<file path="config.mk">
export PLATFORM = sky130hd
export DESIGN_NAME = f32_addsub_sched_flat
export DESIGN_NICKNAME = d
export VERILOG_FILES = /design/src/rtl/f32_addsub_sched_if.sv /design/src/rtl/f32_addsub_sched.sv /design/src/flat_wrapper.sv
export SDC_FILE = /design/constraint.sdc
export NUM_CORES = 1
export LEC_CHECK = 0
export CAP_MARGIN = 25
export CORE_AREA = 2 2 160 162
export DETAILED_ROUTE_END_ITERATION = 8
export DIE_AREA = 0 0 162 164
export GPL_ROUTABILITY_DRIVEN = 0
export PLACE_DENSITY = 0.76
export RECOVER_POWER = 50
export SLEW_MARGIN = 10
export SYNTH_ARGS = -nofsm -noshare
export SYNTH_HDL_FRONTEND = slang
export SYNTH_SLANG_ARGS = --single-unit
</file>
<file path="constraint.sdc">
create_clock -name clk -period 4.65 [get_ports clk]
set_input_delay 0.93 -clock clk [delete_from_list [all_inputs] [get_ports clk]]
set_output_delay 0.93 -clock clk [all_outputs]
set_load 0.02 [all_outputs]
</file>
<file path="src/rtl/f32_addsub_sched_if.sv">
// Bundles the requester, datapath and result signals of the shared F32 add/sub scheduler.
interface f32_addsub_sched_if #(
  parameter int NREQ = 4
);
  localparam int IDW = $clog2(NREQ);

  logic [NREQ-1:0]    req;
  logic [NREQ*32-1:0] a_in;
  logic [NREQ*32-1:0] b_in;
  logic [NREQ-1:0]    op_in;
  logic [NREQ-1:0]    gnt;

  logic [31:0]        dp_a;
  logic [31:0]        dp_b;
  logic               dp_op;
  logic [7:0]         dp_debug;
  logic [31:0]        dp_r;
  logic               dp_underflow;
  logic               dp_overflow;

  logic [31:0]        res;
  logic               res_uf;
  logic               res_of;
  logic [IDW-1:0]     res_id;
  logic               res_valid;
  logic               res_ready;

  // Scheduler side
  modport slave (
    input  req, a_in, b_in, op_in, dp_r, dp_underflow, dp_overflow, res_ready,
    output gnt, dp_a, dp_b, dp_op, dp_debug, res, res_uf, res_of, res_id, res_valid
  );

  // Requesters, datapath and result consumer side
  modport master (
    output req, a_in, b_in, op_in, dp_r, dp_underflow, dp_overflow, res_ready,
    input  gnt, dp_a, dp_b, dp_op, dp_debug, res, res_uf, res_of, res_id, res_valid
  );
endinterface

</file>
<file path="src/rtl/f32_addsub_sched.sv">
// Round-robin scheduler sharing one combinational F32 adder/subtractor among NREQ
// requesters. The winner's operands are registered onto the datapath, held for
// SETTLE_CYCLES, and the sampled result is returned over a valid/ready handshake.
module f32_addsub_sched #(
  parameter int NREQ          = 4,
  parameter int SETTLE_CYCLES = 3
) (
  input logic               clk,
  input logic               rst_n,
  f32_addsub_sched_if.slave bus
);
  localparam int IDW  = $clog2(NREQ);
  localparam int CNTW = (SETTLE_CYCLES > 1) ? $clog2(SETTLE_CYCLES) : 1;

  typedef enum logic [1:0] {IDLE, SETTLE, HOLD} state_t;

  state_t            state, state_nx;
  logic [IDW-1:0]    ptr;
  logic [IDW-1:0]    id;
  logic [CNTW-1:0]   cnt;

  logic              found;
  logic [IDW-1:0]    win;
  logic [31:0]       sel_a;
  logic [31:0]       sel_b;
  logic              sel_op;
  logic [NREQ-1:0]   gnt;

  logic [31:0]       dp_a;
  logic [31:0]       dp_b;
  logic              dp_op;
  logic [31:0]       res;
  logic              res_uf;
  logic              res_of;
  logic [IDW-1:0]    res_id;
  logic              res_valid;

  // Round-robin pick: first pass covers ptr..NREQ-1, second pass wraps to 0..ptr-1
  always_comb begin
    found  = 1'b0;
    win    = '0;
    sel_a  = '0;
    sel_b  = '0;
    sel_op = 1'b0;
    for (int unsigned i = 0; i < NREQ; i++) begin
      if (!found && bus.req[i] && (i >= 32'(ptr))) begin
        found  = 1'b1;
        win    = IDW'(i);
        sel_a  = bus.a_in[32*i +: 32];
        sel_b  = bus.b_in[32*i +: 32];
        sel_op = bus.op_in[i];
      end
    end
    for (int unsigned i = 0; i < NREQ; i++) begin
      if (!found && bus.req[i]) begin
        found  = 1'b1;
        win    = IDW'(i);
        sel_a  = bus.a_in[32*i +: 32];
        sel_b  = bus.b_in[32*i +: 32];
        sel_op = bus.op_in[i];
      end
    end
  end

  // State register
  always_ff @(posedge clk or negedge rst_n) begin
    if (!rst_n) state <= IDLE;
    else        state <= state_nx;
  end

  // Next-state and grant decode
  always_comb begin
    state_nx = state;
    gnt      = '0;
    case (state)
      IDLE: begin
        if (found) begin
          gnt      = NREQ'(1) << win;
          state_nx = SETTLE;
        end
      end
      SETTLE: begin
        if (cnt == '0) state_nx = HOLD;
      end
      HOLD: begin
        if (bus.res_ready) state_nx = IDLE;
      end
      default: state_nx = IDLE;
    endcase
  end

  // Operand capture at the grant edge, settle countdown, result capture and release
  always_ff @(posedge clk or negedge rst_n) begin
    if (!rst_n) begin
      ptr       <= '0;
      id        <= '0;
      cnt       <= '0;
      dp_a      <= '0;
      dp_b      <= '0;
      dp_op     <= 1'b0;
      res       <= '0;
      res_uf    <= 1'b0;
      res_of    <= 1'b0;
      res_id    <= '0;
      res_valid <= 1'b0;
    end else begin
      case (state)
        IDLE: begin
          if (found) begin
            dp_a  <= sel_a;
            dp_b  <= sel_b;
            dp_op <= sel_op;
            id    <= win;
            cnt   <= CNTW'(SETTLE_CYCLES - 1);
          end
        end
        SETTLE: begin
          if (cnt != '0) begin
            cnt <= cnt - 1'b1;
          end else begin
            res       <= bus.dp_r;
            res_uf    <= bus.dp_underflow;
            res_of    <= bus.dp_overflow;
            res_id    <= id;
            res_valid <= 1'b1;
          end
        end
        HOLD: begin
          if (bus.res_ready) begin
            res_valid <= 1'b0;
            ptr       <= (id == IDW'(NREQ - 1)) ? '0 : id + 1'b1;
          end
        end
        default: ;
      endcase
    end
  end

  assign bus.gnt       = gnt;
  assign bus.dp_a      = dp_a;
  assign bus.dp_b      = dp_b;
  assign bus.dp_op     = dp_op;
  assign bus.dp_debug  = 8'h00;
  assign bus.res       = res;
  assign bus.res_uf    = res_uf;
  assign bus.res_of    = res_of;
  assign bus.res_id    = res_id;
  assign bus.res_valid = res_valid;
endmodule

</file>
<file path="src/flat_wrapper.sv">
// flat-port wrapper written by rule: the top's interface ports become plain ports
module f32_addsub_sched_flat 
#(
  parameter int NREQ          = 4,
  parameter int SETTLE_CYCLES = 3
)
  (clk, rst_n, bus_req, bus_a_in, bus_b_in, bus_op_in, bus_dp_r, bus_dp_underflow, bus_dp_overflow, bus_res_ready, bus_gnt, bus_dp_a, bus_dp_b, bus_dp_op, bus_dp_debug, bus_res, bus_res_uf, bus_res_of, bus_res_id, bus_res_valid);
  f32_addsub_sched_if #(.NREQ(NREQ)) bus_i ();
  input logic clk;
  input logic rst_n;
  input wire logic [$bits(bus_i.req)-1:0] bus_req;
  input wire logic [$bits(bus_i.a_in)-1:0] bus_a_in;
  input wire logic [$bits(bus_i.b_in)-1:0] bus_b_in;
  input wire logic [$bits(bus_i.op_in)-1:0] bus_op_in;
  input wire logic [$bits(bus_i.dp_r)-1:0] bus_dp_r;
  input wire logic [$bits(bus_i.dp_underflow)-1:0] bus_dp_underflow;
  input wire logic [$bits(bus_i.dp_overflow)-1:0] bus_dp_overflow;
  input wire logic [$bits(bus_i.res_ready)-1:0] bus_res_ready;
  output wire logic [$bits(bus_i.gnt)-1:0] bus_gnt;
  output wire logic [$bits(bus_i.dp_a)-1:0] bus_dp_a;
  output wire logic [$bits(bus_i.dp_b)-1:0] bus_dp_b;
  output wire logic [$bits(bus_i.dp_op)-1:0] bus_dp_op;
  output wire logic [$bits(bus_i.dp_debug)-1:0] bus_dp_debug;
  output wire logic [$bits(bus_i.res)-1:0] bus_res;
  output wire logic [$bits(bus_i.res_uf)-1:0] bus_res_uf;
  output wire logic [$bits(bus_i.res_of)-1:0] bus_res_of;
  output wire logic [$bits(bus_i.res_id)-1:0] bus_res_id;
  output wire logic [$bits(bus_i.res_valid)-1:0] bus_res_valid;
  assign bus_i.req = bus_req;
  assign bus_i.a_in = bus_a_in;
  assign bus_i.b_in = bus_b_in;
  assign bus_i.op_in = bus_op_in;
  assign bus_i.dp_r = bus_dp_r;
  assign bus_i.dp_underflow = bus_dp_underflow;
  assign bus_i.dp_overflow = bus_dp_overflow;
  assign bus_i.res_ready = bus_res_ready;
  assign bus_gnt = bus_i.gnt;
  assign bus_dp_a = bus_i.dp_a;
  assign bus_dp_b = bus_i.dp_b;
  assign bus_dp_op = bus_i.dp_op;
  assign bus_dp_debug = bus_i.dp_debug;
  assign bus_res = bus_i.res;
  assign bus_res_uf = bus_i.res_uf;
  assign bus_res_of = bus_i.res_of;
  assign bus_res_id = bus_i.res_id;
  assign bus_res_valid = bus_i.res_valid;
  f32_addsub_sched #(.NREQ(NREQ), .SETTLE_CYCLES(SETTLE_CYCLES)) u_core (.clk(clk), .rst_n(rst_n), .bus(bus_i));
endmodule
</file>
==> metrics.yaml, run 1 <==
outcome:
  status: "finished with violations"
  violations: "max-capacitance violations, max-slew violations"
setup_path:
  cp-end-kind: "output port"
  r2r_end: "u_core.bus.dp_b[1]$_DFFE_PN0P_"
  critPathKind: "input port to output port"
  cp.required_ns: 3.72
  cp-start-kind: "input port"
  crit_slowest_cell: "dlygate4sd3_1"
  ff2ff_path_depth: 7
  arrival_ns: 3.22
  critPathMaxStageDelay_ns: 0.74
  critPathMaxFanout: 7
  worst-r2r-setup-slack_ns: 1.41
  reg2reg_from: "u_core.ptr[1]$_DFFE_PN0P_"
  path_cells: "dlygate4sd3_1 -> nor3_1 -> a211oi_4 -> nand2b_1 -> nor2_1 -> clkdlybuf4s50_1"
logic_synthesis:
  yosysSeqAreaShare_pct: 31.0
  synth_commonest_cells: "dfrtp_1 (110), a221oi_2 (100), nand2_1 (76), nor2_1 (72), a21oi_1 (68)"
  yosys.cell_count.top_type: "dfrtp_1"
  synth_top_area_share_pct: 31.0
  ys_async_sr_fraction_pct: 100
  ys_warn_count: 0
  ys_ff_latch: 110
  syn_area_mm2: 0.00889
  netlist_instances: 991
  synthTopCellsByArea: "dfrtp_1 (31%), a221oi_2 (17%), o311ai_1 (6.4%)"
  synth-edff-count: 0
  synth.distinct_cells: 38
  yosysTopAreaCell: "dfrtp_1"
  avgSynthCellArea_um2: 8.97
  synth-main-ff-cell: "dfrtp_1"
global_route:
  grt_overflow: 0
  grt_pass1_wl_mm: 60.9
  grt_usage_pct: 28.9
  antenna_found_initial: 2
  first_global_vias: 10453
  grt_start_max_net_pins: 132
clocking:
  ctsHoldBuffers: 0
  cts_root_buf: "clkbuf_16"
  postCtsSetupBuffers: 0
  clock-sinks: 110
  cts_tree: "built"
  clkTransAtPathRegs_ns: 0.08
  ctsLongestPathBuffers: 2
  cts_resized: 0
  htree_levels: 3
  numCtsBuffers: 9
  insertion_delay_ns: 0.36
floorplanning:
  rows: 58
  die_x_um: 162
  ios: 415
  dieArea_mm2: 0.0266
  start_util_pct: 35.8
  core_mm2: 0.0248
  dieHeight_um: 164
timing:
  fin_tns_setup_ns: 0
  setup_viol: 0
  period_share_pct: 89.3
  max_freq_mhz: 241
  fin_worst_hold_slack_ns: 0.495
  final_hold_viol_count: 0
  period_minus_slack_ns: 4.15
  rsz0062_at_grt: "no"
  worst_pin_slew_ns: 3.08
  slew_viol_final: 85
  fin_skew_ns: 0.0139
  slew_headroom_pct: -105
  finalWorstSetupSlack_ns: 0.499
placement:
  hpwl_mm: 25.2
  placed_cell_area_mm2: 0.0131
  io_buffers: 406
  place_ws_ns: 0.648
  dp_cells: 1625
power_and_ir_drop:
  p_leak_nw: 5.12
  ir_drop_uv: 382
  powerDensity_mw_per_mm2: 566
  p_total_mw: 7.58
detailed_routing:
  initialDrtViolationCount: 1389
  vias: 10580
  final_antenna_net_count: 0
  drt-total-wl_mm: 40.0
  vias_per_cell: 6.44
  dr.pass1.iters: 6
  drc: 0
  post_drt_wl_per_cell_um: 24.3
worst_hold_path:
  min_delay_path_depth: 1
  holdPathEnd: "u_core.cnt[0]$_DFFE_PN0P_"
  min_from: "u_core.cnt[0]$_DFFE_PN0P_"
  hold_path.class: "flip-flop to flip-flop"
cells_and_area:
  final_cells: 1644
  area_growth_pct: 50.7
  utilization_pct: 54.0
  nFillCells: 2222
  final_area_mm2: 0.0134
  regArea_mm2: 0.00275
  multi_input_comb_area_mm2: 0.00557
  layout-drive-gt1-share_pct: 14.7
  nets: 1610
run:
  maxCapViolCount: 2
## state kept, by name, summed over array words and instances, names as in the netlist, 2 cells and up
name	flops
u_core.bus.dp_a	32
u_core.bus.dp_b	32
u_core.bus.res	32
u_core.bus.res_id	2
u_core.cnt	2
u_core.id	2
u_core.ptr	2
u_core.state	2
## cell families after synthesis
family | count (synthesis) | synth area share [%]
simple gates | 357 | 20.2
compound gates | 347 | 36.4
buf+inv | 137 | 7.45
flops | 110 | 31.0
mux | 37 | 4.69
fa+ha+maj | 2 | 0.282
other cells | 1 | 0.0422
## power by group
group / switching (mW) / internal (mW)
logic: 2.72 / 2.22
clock network: 0.425 / 0.381
registers: 0.370 / 1.46
## cell usage in the layout, fill, tap and decap left out, types with 6 or more instances in the layout
| cell | instances |
|---|---|
| o311ai_1 | 65 |
| a221oi_2 | 100 |
| or3_1 | 65 |
| clkdlybuf4s50_1 | 393 |
| conb_1 | 8 |
| mux2_2 | 37 |
| a21oi_1 | 68 |
| a221oi_1 | 30 |
| and3_1 | 65 |
| nand3_1 | 66 |
| buf_4 | 15 |
| dfrtp_1 | 109 |
| nor2_1 | 71 |
| buf_12 | 6 |
| dlygate4sd3_1 | 11 |
| nand2_1 | 75 |
| o22ai_1 | 65 |
| clkbuf_16 | 9 |
## routing by layer
metal | part of all wire, % | vias up | wire length [um] | track usage (%)
li1 | - | 4541 | - | -
met1 | 38 | 5026 | 15200 | 37.3
met2 | 48 | 878 | 19000 | 46.6
met3 | 10 | 135 | 4180 | 5.08
met4 | 4.1 | 0 | 1630 | 14.9
met5 | 0 | - | 0 | 0
## worst max-delay path by stage
stage	from	to	slack [ns]	depth (start not counted)
global placement	bus_req[3]	bus_gnt[1]	0.67	6
floorplan	bus_req[0]	bus_gnt[1]	1.67	6
global route	bus_req[3]	bus_gnt[3]	0.39	6
detailed placement	bus_req[3]	bus_gnt[3]	0.65	6
finish	bus_req[3]	bus_gnt[3]	0.50	6
CTS	bus_req[3]	bus_gnt[3]	0.64	6
## area by class of cell
cell class	instances	share of cell area, %
Timing Repair Buffer	430	32.4
Tap cell	330	3.08
Clock buffer	10	1.71
Antenna cell	2	0.0374
Clock inverter	6	0.476
Multi-Input combinational cell	751	41.6
Inverter	5	0.140
Sequential cell	110	20.6
## critical path, delay by kind of cell
kind | cells | cell delay (ns)
buffers and inverters | 2 | 1.36
and+or+nand+nor | 3 | 0.49
AOI/OAI and AO/OA | 1 | 0.44
(Power assumes the default switching activity.)
==> run 2: changes to the inputs <==
CAP_MARGIN = 20   (was 25)
==> run 2 against run 1 <==
  * The run still ends with max-capacitance violations, max-slew violations left
  * Critical endpoint is now bus_gnt[0]
  * Sequential power hardly changed
  * Hold slack worse by 0.0035 ns
  * Highest routed layer unchanged
  * Cell count did not move
  * Largest cell class unchanged
==> metrics.yaml, run 2 (same netlist as run 1, synthesis figures left out) <==
outcome:
  status: "finished with violations"
  violations: "max-capacitance violations, max-slew violations"
clocking:
  postCtsSetupBuffers: 0
  numCtsBuffers: 9
  cts_tree: "built"
  clkTransAtPathRegs_ns: 0.08
  cts_root_buf: "clkbuf_16"
  ctsHoldBuffers: 0
  insertion_delay_ns: 0.36
  clock-sinks: 110
  cts_resized: 0
  ctsLongestPathBuffers: 2
  htree_levels: 3
cells_and_area:
  nets: 1609
  final_cell_mix: "clkdlybuf4s50_1 (393), dfrtp_1 (109), a221oi_2 (100)"
  utilization_pct: 53.9
  multi_input_comb_area_mm2: 0.00557
  regArea_mm2: 0.00275
  layout-drive-gt1-share_pct: 14.6
  area_growth_pct: 50.5
  final_common_cell: "clkdlybuf4s50_1"
  top_regs: "u_core.bus.dp_a x32, u_core.bus.dp_b x32, u_core.bus.res x32"
  final_area_mm2: 0.0134
  nFillCells: 2206
timing:
  max_freq_mhz: 241
  period_minus_slack_ns: 4.15
  rsz0062_at_grt: "no"
  period_share_pct: 89.3
  fin_tns_setup_ns: 0
  worst_pin_slew_ns: 3.03
  setup_viol: 0
  slew_viol_final: 85
  slew_headroom_pct: -102
  fin_skew_ns: 0.0125
  fin_worst_hold_slack_ns: 0.492
  final_hold_viol_count: 0
floorplanning:
  dieArea_mm2: 0.0266
  core_mm2: 0.0248
  die_x_um: 162
  dieHeight_um: 164
  rows: 58
  start_util_pct: 35.8
  ios: 415
detailed_routing:
  drc: 0
  vias_per_cell: 6.43
  final_antenna_net_count: 0
  drt-total-wl_mm: 40.1
  vias: 10576
  initialDrtViolationCount: 1681
  post_drt_wl_per_cell_um: 24.4
  dr.pass1.iters: 5
global_route:
  grt_usage_pct: 29.1
  grt_overflow: 0
  grt_pass1_wl_mm: 61.1
  antenna_found_initial: 2
  grt_start_max_net_pins: 132
  first_global_vias: 10416
run:
  maxCapViolCount: 2
setup_path:
  reg2reg_from: "u_core.ptr[1]$_DFFE_PN0P_"
  cp.required_ns: 3.72
  ff2ff_path_depth: 7
  critPathMaxFanout: 7
  cp-end-kind: "output port"
  worst-r2r-setup-slack_ns: 1.32
  cp-start-kind: "input port"
  arrival_ns: 3.22
  r2r_end: "u_core.bus.dp_a[1]$_DFFE_PN0P_"
  critPathKind: "input port to output port"
worst_hold_path:
  hold_path.class: "flip-flop to flip-flop"
  holdPathEnd: "u_core.cnt[0]$_DFFE_PN0P_"
  min_delay_path_depth: 1
  min_from: "u_core.cnt[0]$_DFFE_PN0P_"
power_and_ir_drop:
  ir_drop_uv: 321
  p_total_mw: 7.57
  powerDensity_mw_per_mm2: 566
  p_leak_nw: 5.11
placement:
  io_buffers: 406
  placed_cell_area_mm2: 0.0130
  hpwl_mm: 25.0
[run 2: changes by cell type in the layout (fill, tap and decap cells not counted), sizes merged]
cell | before | now
clkinv | 2 | 3
clkinvlp | 1 | 0
buf | 24 | 23
diode | 2 | 3
[run 2: cell type report]
class	instances	area share (%)
sequential	110	20.6
clock inverter	6	0.468
antenna	3	0.0561
clock buffer	10	1.71
tap	330	3.09
inverter	5	0.140
multi-input combinational	751	41.6
timing repair buffer	429	32.3
[run 2: how the worst max path moves through the flow]
stage	from	endpoint	slack, ns
final	bus_req[3]	bus_gnt[0]	0.50
after detailed placement	bus_req[3]	bus_gnt[0]	0.66
after global placement	bus_req[3]	bus_gnt[1]	0.67
after CTS	bus_req[3]	bus_gnt[3]	0.65
after global routing	bus_req[3]	bus_gnt[0]	0.38
after floorplan	bus_req[0]	bus_gnt[1]	1.67
[run 2: worst max-delay path, cell delays in order]
cell             delay (ns)
dlygate4sd3_1          0.74
nor3_1                 0.20
a211oi_4               0.45
nand2_1                0.13
nor2b_1                0.15
clkdlybuf4s50_1        0.62
[run 2: report_power, final]
part	switching [mW]	internal, mW	leakage [nW]
registers	0.364	1.46	1.27
clock network	0.432	0.381	0.142
logic	2.72	2.22	3.70
[run 2: metrics by stage]
stage               std cells  setup WS (ns)
floorplan                 998           1.67
global placement         1623          0.673
detailed placement       1623          0.657
CTS                      1639          0.651
global route             1643          0.375
finish                   1644          0.500
[run 2: routing by layer]
| layer | track usage, % | up-vias | part of all wire [%] |
|---|---|---|---|
| met3 | 5.86 | 139 | 11 |
| met4 | 13.7 | 0 | 4.1 |
| met5 | 0 | - | 0 |
| met1 | 37.6 | 5043 | 37 |
| li1 | - | 4552 | - |
| met2 | 46.7 | 842 | 48 |
